File: src/rtl/riscv_mem_pkg.sv
// Shared constants for the data-side memory subsystem: MMIO register offsets,
// STAT field positions and the address-decode region type.
package riscv_mem_pkg;

  localparam logic [11:0] OFF_GPIO  = 12'h000;
  localparam logic [11:0] OFF_CYCLE = 12'h004;
  localparam logic [11:0] OFF_TXD   = 12'h008;
  localparam logic [11:0] OFF_STAT  = 12'h00C;
  localparam logic [11:0] OFF_DROP  = 12'h010;

  localparam int unsigned STAT_FULL_BIT  = 0;
  localparam int unsigned STAT_EMPTY_BIT = 1;
  localparam int unsigned STAT_COUNT_LSB = 2;
  localparam int unsigned STAT_COUNT_W   = 6;

  typedef enum logic [1:0] {
    REG_RAM,
    REG_MMIO,
    REG_NONE
  } region_e;

endpackage

File: src/rtl/sync_fifo.sv
// Synchronous FIFO with registered pointers and a combinational head output.
// Pushes while full and pops while empty are ignored.
module sync_fifo #(
  parameter int unsigned WIDTH = 8,
  parameter int unsigned DEPTH = 8
) (
  input  logic                     clk,
  input  logic                     reset,
  input  logic                     push,
  input  logic                     pop,
  input  logic [WIDTH-1:0]         din,
  output logic [WIDTH-1:0]         dout,
  output logic                     full,
  output logic                     empty,
  output logic [$clog2(DEPTH):0]   count
);

  localparam int unsigned PtrW = $clog2(DEPTH);
  localparam int unsigned CntW = $clog2(DEPTH) + 1;

  logic [WIDTH-1:0] mem_q [DEPTH];
  logic [PtrW-1:0]  wr_ptr_q, wr_ptr_d;
  logic [PtrW-1:0]  rd_ptr_q, rd_ptr_d;
  logic [CntW-1:0]  count_q, count_d;
  logic             push_ok, pop_ok;

  assign full  = (count_q == CntW'(DEPTH));
  assign empty = (count_q == '0);
  // Fullness is judged before this cycle's pop, so a push into a full FIFO drops.
  assign push_ok = push & ~full;
  assign pop_ok  = pop & ~empty;

  always_comb begin
    wr_ptr_d = wr_ptr_q;
    rd_ptr_d = rd_ptr_q;
    count_d  = count_q;
    if (push_ok) wr_ptr_d = wr_ptr_q + PtrW'(1);
    if (pop_ok)  rd_ptr_d = rd_ptr_q + PtrW'(1);
    case ({push_ok, pop_ok})
      2'b10:   count_d = count_q + CntW'(1);
      2'b01:   count_d = count_q - CntW'(1);
      default: count_d = count_q;
    endcase
  end

  always_ff @(posedge clk) begin
    if (reset) begin
      wr_ptr_q <= '0;
      rd_ptr_q <= '0;
      count_q  <= '0;
    end else begin
      wr_ptr_q <= wr_ptr_d;
      rd_ptr_q <= rd_ptr_d;
      count_q  <= count_d;
    end
  end

  always_ff @(posedge clk) begin
    if (push_ok) mem_q[wr_ptr_q] <= din;
  end

  assign dout  = mem_q[rd_ptr_q];
  assign count = count_q;

endmodule

File: src/rtl/dmem_mmio.sv
// Data-side memory for the single-cycle core: byte-enabled word RAM plus an MMIO window
// holding GPIO, a free-running cycle counter, a TX byte FIFO and a dropped-push counter.
module dmem_mmio
  import riscv_mem_pkg::*;
#(
  parameter int unsigned DEPTH_WORDS = 64,
  parameter logic [31:0] MMIO_BASE   = 32'h0000_1000,
  parameter int unsigned FIFO_DEPTH  = 8,
  parameter int unsigned GPIO_W      = 8
) (
  input  logic              clk,
  input  logic              reset,
  input  logic              we,
  input  logic [3:0]        be,
  input  logic [31:0]       a,
  input  logic [31:0]       wd,
  output logic [31:0]       rd,
  output logic [GPIO_W-1:0] gpio_out,
  output logic [7:0]        tx_data,
  output logic              tx_valid,
  input  logic              tx_ready
);

  localparam int unsigned IdxW     = $clog2(DEPTH_WORDS);
  localparam int unsigned CntW     = $clog2(FIFO_DEPTH) + 1;
  localparam logic [31:0] RamBytes = 32'(DEPTH_WORDS) * 32'd4;

  logic [31:0]       mem_q [DEPTH_WORDS];
  logic [31:0]       ram_word_d;
  logic [IdxW-1:0]   ram_idx;
  region_e           region;
  logic [11:0]       mmio_off;
  logic              mmio_wr;

  logic [GPIO_W-1:0] gpio_q, gpio_d;
  logic [31:0]       cycle_q, cycle_d;
  logic [15:0]       drop_q, drop_d;

  logic              fifo_push, fifo_pop, fifo_full, fifo_empty;
  logic [CntW-1:0]   fifo_count;
  logic [6:0]        count_ext;
  logic [31:0]       stat_word;
  logic              unused_count_msb;

  // Address decode; RAM wins if the MMIO window were ever placed inside it.
  always_comb begin
    region = REG_NONE;
    if (a < RamBytes) begin
      region = REG_RAM;
    end else if (a[31:12] == MMIO_BASE[31:12]) begin
      region = REG_MMIO;
    end
  end

  assign ram_idx  = a[IdxW+1:2];
  assign mmio_off = {a[11:2], 2'b00};

  // RAM: merge enabled bytes into the current word; not reset and written even during reset.
  always_comb begin
    ram_word_d = mem_q[ram_idx];
    for (int i = 0; i < 4; i++) begin
      if (be[i]) ram_word_d[8*i +: 8] = wd[8*i +: 8];
    end
  end

  always_ff @(posedge clk) begin
    if (we && (region == REG_RAM)) mem_q[ram_idx] <= ram_word_d;
  end

  // MMIO stores need all four byte lanes and are discarded while reset is high.
  assign mmio_wr   = we && (be == 4'b1111) && (region == REG_MMIO) && !reset;
  assign fifo_push = mmio_wr && (mmio_off == OFF_TXD);
  assign fifo_pop  = tx_valid & tx_ready;

  always_comb begin
    gpio_d  = gpio_q;
    cycle_d = cycle_q + 32'd1;
    drop_d  = drop_q;
    if (mmio_wr) begin
      case (mmio_off)
        OFF_GPIO:  gpio_d  = wd[GPIO_W-1:0];
        OFF_CYCLE: cycle_d = wd;
        OFF_TXD: begin
          if (fifo_full && (drop_q != 16'hFFFF)) drop_d = drop_q + 16'd1;
        end
        default: ;
      endcase
    end
  end

  always_ff @(posedge clk) begin
    if (reset) begin
      gpio_q  <= '0;
      cycle_q <= '0;
      drop_q  <= '0;
    end else begin
      gpio_q  <= gpio_d;
      cycle_q <= cycle_d;
      drop_q  <= drop_d;
    end
  end

  sync_fifo #(
    .WIDTH (8),
    .DEPTH (FIFO_DEPTH)
  ) u_tx_fifo (
    .clk   (clk),
    .reset (reset),
    .push  (fifo_push),
    .pop   (fifo_pop),
    .din   (wd[7:0]),
    .dout  (tx_data),
    .full  (fifo_full),
    .empty (fifo_empty),
    .count (fifo_count)
  );

  assign tx_valid = ~fifo_empty;
  assign gpio_out = gpio_q;

  // STAT exposes only six count bits; a 64-deep full FIFO reads count 0 with full set.
  assign count_ext        = 7'(fifo_count);
  assign unused_count_msb = count_ext[6];

  always_comb begin
    stat_word = '0;
    stat_word[STAT_COUNT_LSB +: STAT_COUNT_W] = count_ext[5:0];
    stat_word[STAT_EMPTY_BIT] = fifo_empty;
    stat_word[STAT_FULL_BIT]  = fifo_full;
  end

  always_comb begin
    rd = '0;
    case (region)
      REG_RAM: rd = mem_q[ram_idx];
      REG_MMIO: begin
        case (mmio_off)
          OFF_GPIO:  rd = 32'(gpio_q);
          OFF_CYCLE: rd = cycle_q;
          OFF_STAT:  rd = stat_word;
          OFF_DROP:  rd = {16'h0000, drop_q};
          default:   rd = '0;
        endcase
      end
      default: rd = '0;
    endcase
  end

endmodule

File: config.mk
export PLATFORM = sky130hd
export DESIGN_NAME = dmem_mmio
export DESIGN_NICKNAME = d
export VERILOG_FILES = /design/src/rtl/riscv_mem_pkg.sv /design/src/rtl/sync_fifo.sv /design/src/rtl/dmem_mmio.sv
export SDC_FILE = /design/constraint.sdc
export NUM_CORES = 2
export LEC_CHECK = 0
export ABC_AREA = 1
export CELL_PAD_IN_SITES_DETAIL_PLACEMENT = 1
export CELL_PAD_IN_SITES_GLOBAL_PLACEMENT = 2
export CORE_ASPECT_RATIO = 1.4
export CORE_MARGIN = 2
export CORE_UTILIZATION = 46
export CTS_CLUSTER_SIZE = 24
export DETAILED_ROUTE_END_ITERATION = 10
export DONT_BUFFER_PORTS = 1
export PLACE_DENSITY_LB_ADDON = 0.1
export SKIP_LAST_GASP = 1
export SLEW_MARGIN = 10
export SYNTH_ARGS = -nofsm -noshare
export SYNTH_HDL_FRONTEND = slang
export SYNTH_SLANG_ARGS = --single-unit
File: constraint.sdc
create_clock -name clk -period 7.33 [get_ports clk]
set_input_delay 1.0995 -clock clk [delete_from_list [all_inputs] [get_ports clk]]
set_output_delay 1.0995 -clock clk [all_outputs]
set_load 0.05 [all_outputs]
==> results.md <==
- Net count, final: 8920
- Final-report hold violation count: 0
- Cells after DPL: around 11000
- DP Wirelength: 170000 um
- Vias: between 60000 and 70000
- Sw Ratio: 23.8%
- Maxcap violations: 0
- CTS tree: done
- Clock share of power: 41.1%
- Finished Core Util: 51.4%
- Count of state elements after synthesis: about 2200
- Detailed Routing Iterations Pass 1: 5
- I/O Buffers: 0
- Worst-path clk slew: approximately 0.060 ns
- Vias/cell: approximately 5.5
- Gr usage total: 29.4%
- Congestion Overflow GR: 0
- Worst setup SP type: input pin
- Syn Area/Cell: 10.3 um2
- Reg2reg setup slack: 3.94 ns
- Residual DRC count: 0
- Cell with the most instances after synthesis: nand2_1
- Post-synthesis cell count: about 9000
- Internal Pwr Total: between 20 and 25 mW
- Number of antenna violations at the first check in global routing: 11
- H-tree Lvls: 4
- YS warnings: 0
- Critical Path RT: slightly above 6 ns
- Full die area: 203000 um2
- CTS max path bufs: 4
- Layout cells sized above 1: 6.64%
- Setup violations, final: 31
- Slew headroom: -113%
- Psw: about 6.5 mW
- Clock Latency Late Sink: just under 0.9 ns
- Post-detailed-route count of antenna-violating nets: 0
- Crit-path max FO: 891
- Final-report max-slew violation count: about 600
- Unrepaired setup endpoints after global routing: false
- Synth top cells by count: nand2_1 (4981), edfxtp_1 (2112), nand3_1 (336), nor2_1 (261), buf_2 (246)
- PD cells: 267 nW/um2
- Distinct cells, synth: 40
- Finished Cell Area: a little over 100000 um2
- EDFF count, synth: approximately 2100
- Post-CTS Resized: 0
- Drt wl/cell: approximately 26 um
- Share of the synthesized area in the top cell type: between 60 and 70%
- WL final: around 300000 um
- Syn_nets: between 8000 and 9000
- Leak: 40.3 nW
- Status: complete, but fails checks
- Starting Density: approximately 46%
- Clock sink count: 2181
- Vias in the first global route: about 65000
- Cts bufs inserted: 220
- Cts hold-fix bufs: 0
- Top-level I/O count: roughly 120
- Seq pwr share: 51.0%
- Async SR Flop Fraction: 0%
- Die Wd: 382 um
- Synth Flop Type: edfxtp_1
- Kind of critical path: input pin to primary output
- Routability cong.: roughly 0.89
- Core area: between 150000 and 200000 um2
- Power share of the combinational group: under 10%
- Slack of the critical path: -0.401 ns
- Area contributors post-synth: edfxtp_1 (69%), nand2_1 (20%), nand3_1 (1.8%)
- Violated checks: slew limit, setup timing
- First-pass GRT wire length: 437000 um
- Largest net degree at the start of global routing: about 890
- Worst Tran Pin Value: 3.20 ns
- Placed cell areas: ~95000 um2
- Sequential share of the synthesized area: around 71%
- Total Power: around 27 mW
- Fillcell total: roughly 21000
- VDD IR max: 0.258 mV
- Area of the mapped netlist: around 92000 um2
- Cell Rows: roughly 190
- F_max: roughly 130 MHz
- Synth-to-layout area growth: 11.5%
- Finished Layout Cells: approximately 12000
- Post-synth top area cell: edfxtp_1
- Layout Skew: between 0.04 and 0.05 ns
- Min Hold Slack: around 0.3 ns
- Min-delay worst type: input pin to flop
- Post-CTS Setup Bufs: 0
- Setup crit end kind: primary output
- Tcrit/Tclk final: 105%
- Root buf cell: clkbuf_16
- Height of the die: 533 um
- Arr. time, crit path: between 6 and 7 ns
- Iter 0 DRT Violations: approximately 6000
- Crit path time final: between 7 and 8 ns
metrics by stage:
step / setup slack (ns) / TNS (ns)
2_1_floorplan: 3.28 / 0
3_3_place_gp: 1.54 / 0
3_5_place_dp: 1.71 / 0
4_1_cts: 1.70 / 0
5_1_grt: 1.27 / 0
6_report: -0.401 / -6.71
layout make-up:
cell class | instances | area [um2] | share of cell area [%]
Sequential cell | 2181 | 64800 | 63.3
Multi-Input combinational cell | 6032 | 24700 | 24.1
Clock buffer | 276 | 5780 | 5.65
Tap cell | 2646 | 3310 | 3.24
Timing Repair Buffer | 171 | 1620 | 1.58
Clock inverter | 116 | 1200 | 1.18
Inverter | 235 | 916 | 0.895
Antenna cell | 7 | 17.5 | 0.0171
layer usage:
layer	track usage, %	up-vias	wire (um)
met2	47.6	2149	140000
met5	0	-	0
met1	40.7	32800	129000
met4	10.2	0	11300
met3	3.99	497	21300
li1	-	29200	-
state kept, by name, summed over array words and instances (netlist names), named ones only:
| name | count |
|---|---|
| u_tx_fifo.count | 4 |
| u_tx_fifo.mem_q | 64 |
| gpio_out | 8 |
| drop_q | 16 |
| mem_q | 2048 |
| cycle_q | 32 |
| u_tx_fifo.wr_ptr_q | 3 |
| u_tx_fifo.rd_ptr_q | 3 |
worst paths after layout:
| path | from | to | depth (start not counted) |
|---|---|---|---|
| worst max-delay path | a[2] | rd[0] | 10 |
| worst min-delay path | reset | drop_q[15] | 1 |
| worst max register to register | mem_q[5][30] | mem_q[39][30] | 13 |
| worst min register to register | u_tx_fifo.rd_ptr_q[2] | u_tx_fifo.rd_ptr_q[2] | 2 |
critical path: stages:
cell     delay, ns
nand2_2       1.46
inv_1         0.82
nand2_1       0.24
nand4_1       0.12
nand3_1       0.10
nand2_1       0.08
nand2_1       0.06
nand2_1       0.28
o21ai_1       0.43
nand2_1       0.43
cells in the final DEF (no fill, tap or decap), types with 18 or more instances in the layout:
cell          n
edfxtp_1   2112
buf_4       144
nor2_4       73
o21ai_1      89
clkinv_2     35
clkinv_1     46
o21ai_0      75
nand2_2      33
nand2_1    4949
nand3_1     336
clkbuf_1     53
nor2_1      194
nand4_1      96
dfxtp_1      69
a21oi_1      75
clkbuf_16   223
inv_1       221
bufinv_16    26
buf_12       27
nor3_1       26
xor2_1       18
power groups by stage:
stage	sequential (mW)	combinational, mW	clock [mW]
final	13.9	2.18	11.2
after global routing	13.9	2.35	11.8
after CTS	13.9	2.15	11.4
after detailed placement	14.2	2.14	0
after global placement	14.2	2.07	0
after floorplan	14.2	1.34	0
kinds of logic after synthesis:
logic type	Yosys count	synth area share, %
adders and majority gates	7	0.0954
AOI/OAI and AO/OA	268	1.52
buffers and inverters	678	3.16
and+or+nand+nor	5725	24.3
xor gates and xnor gates	32	0.305
DFF	2181	70.6
(Power assumes the default switching activity.)
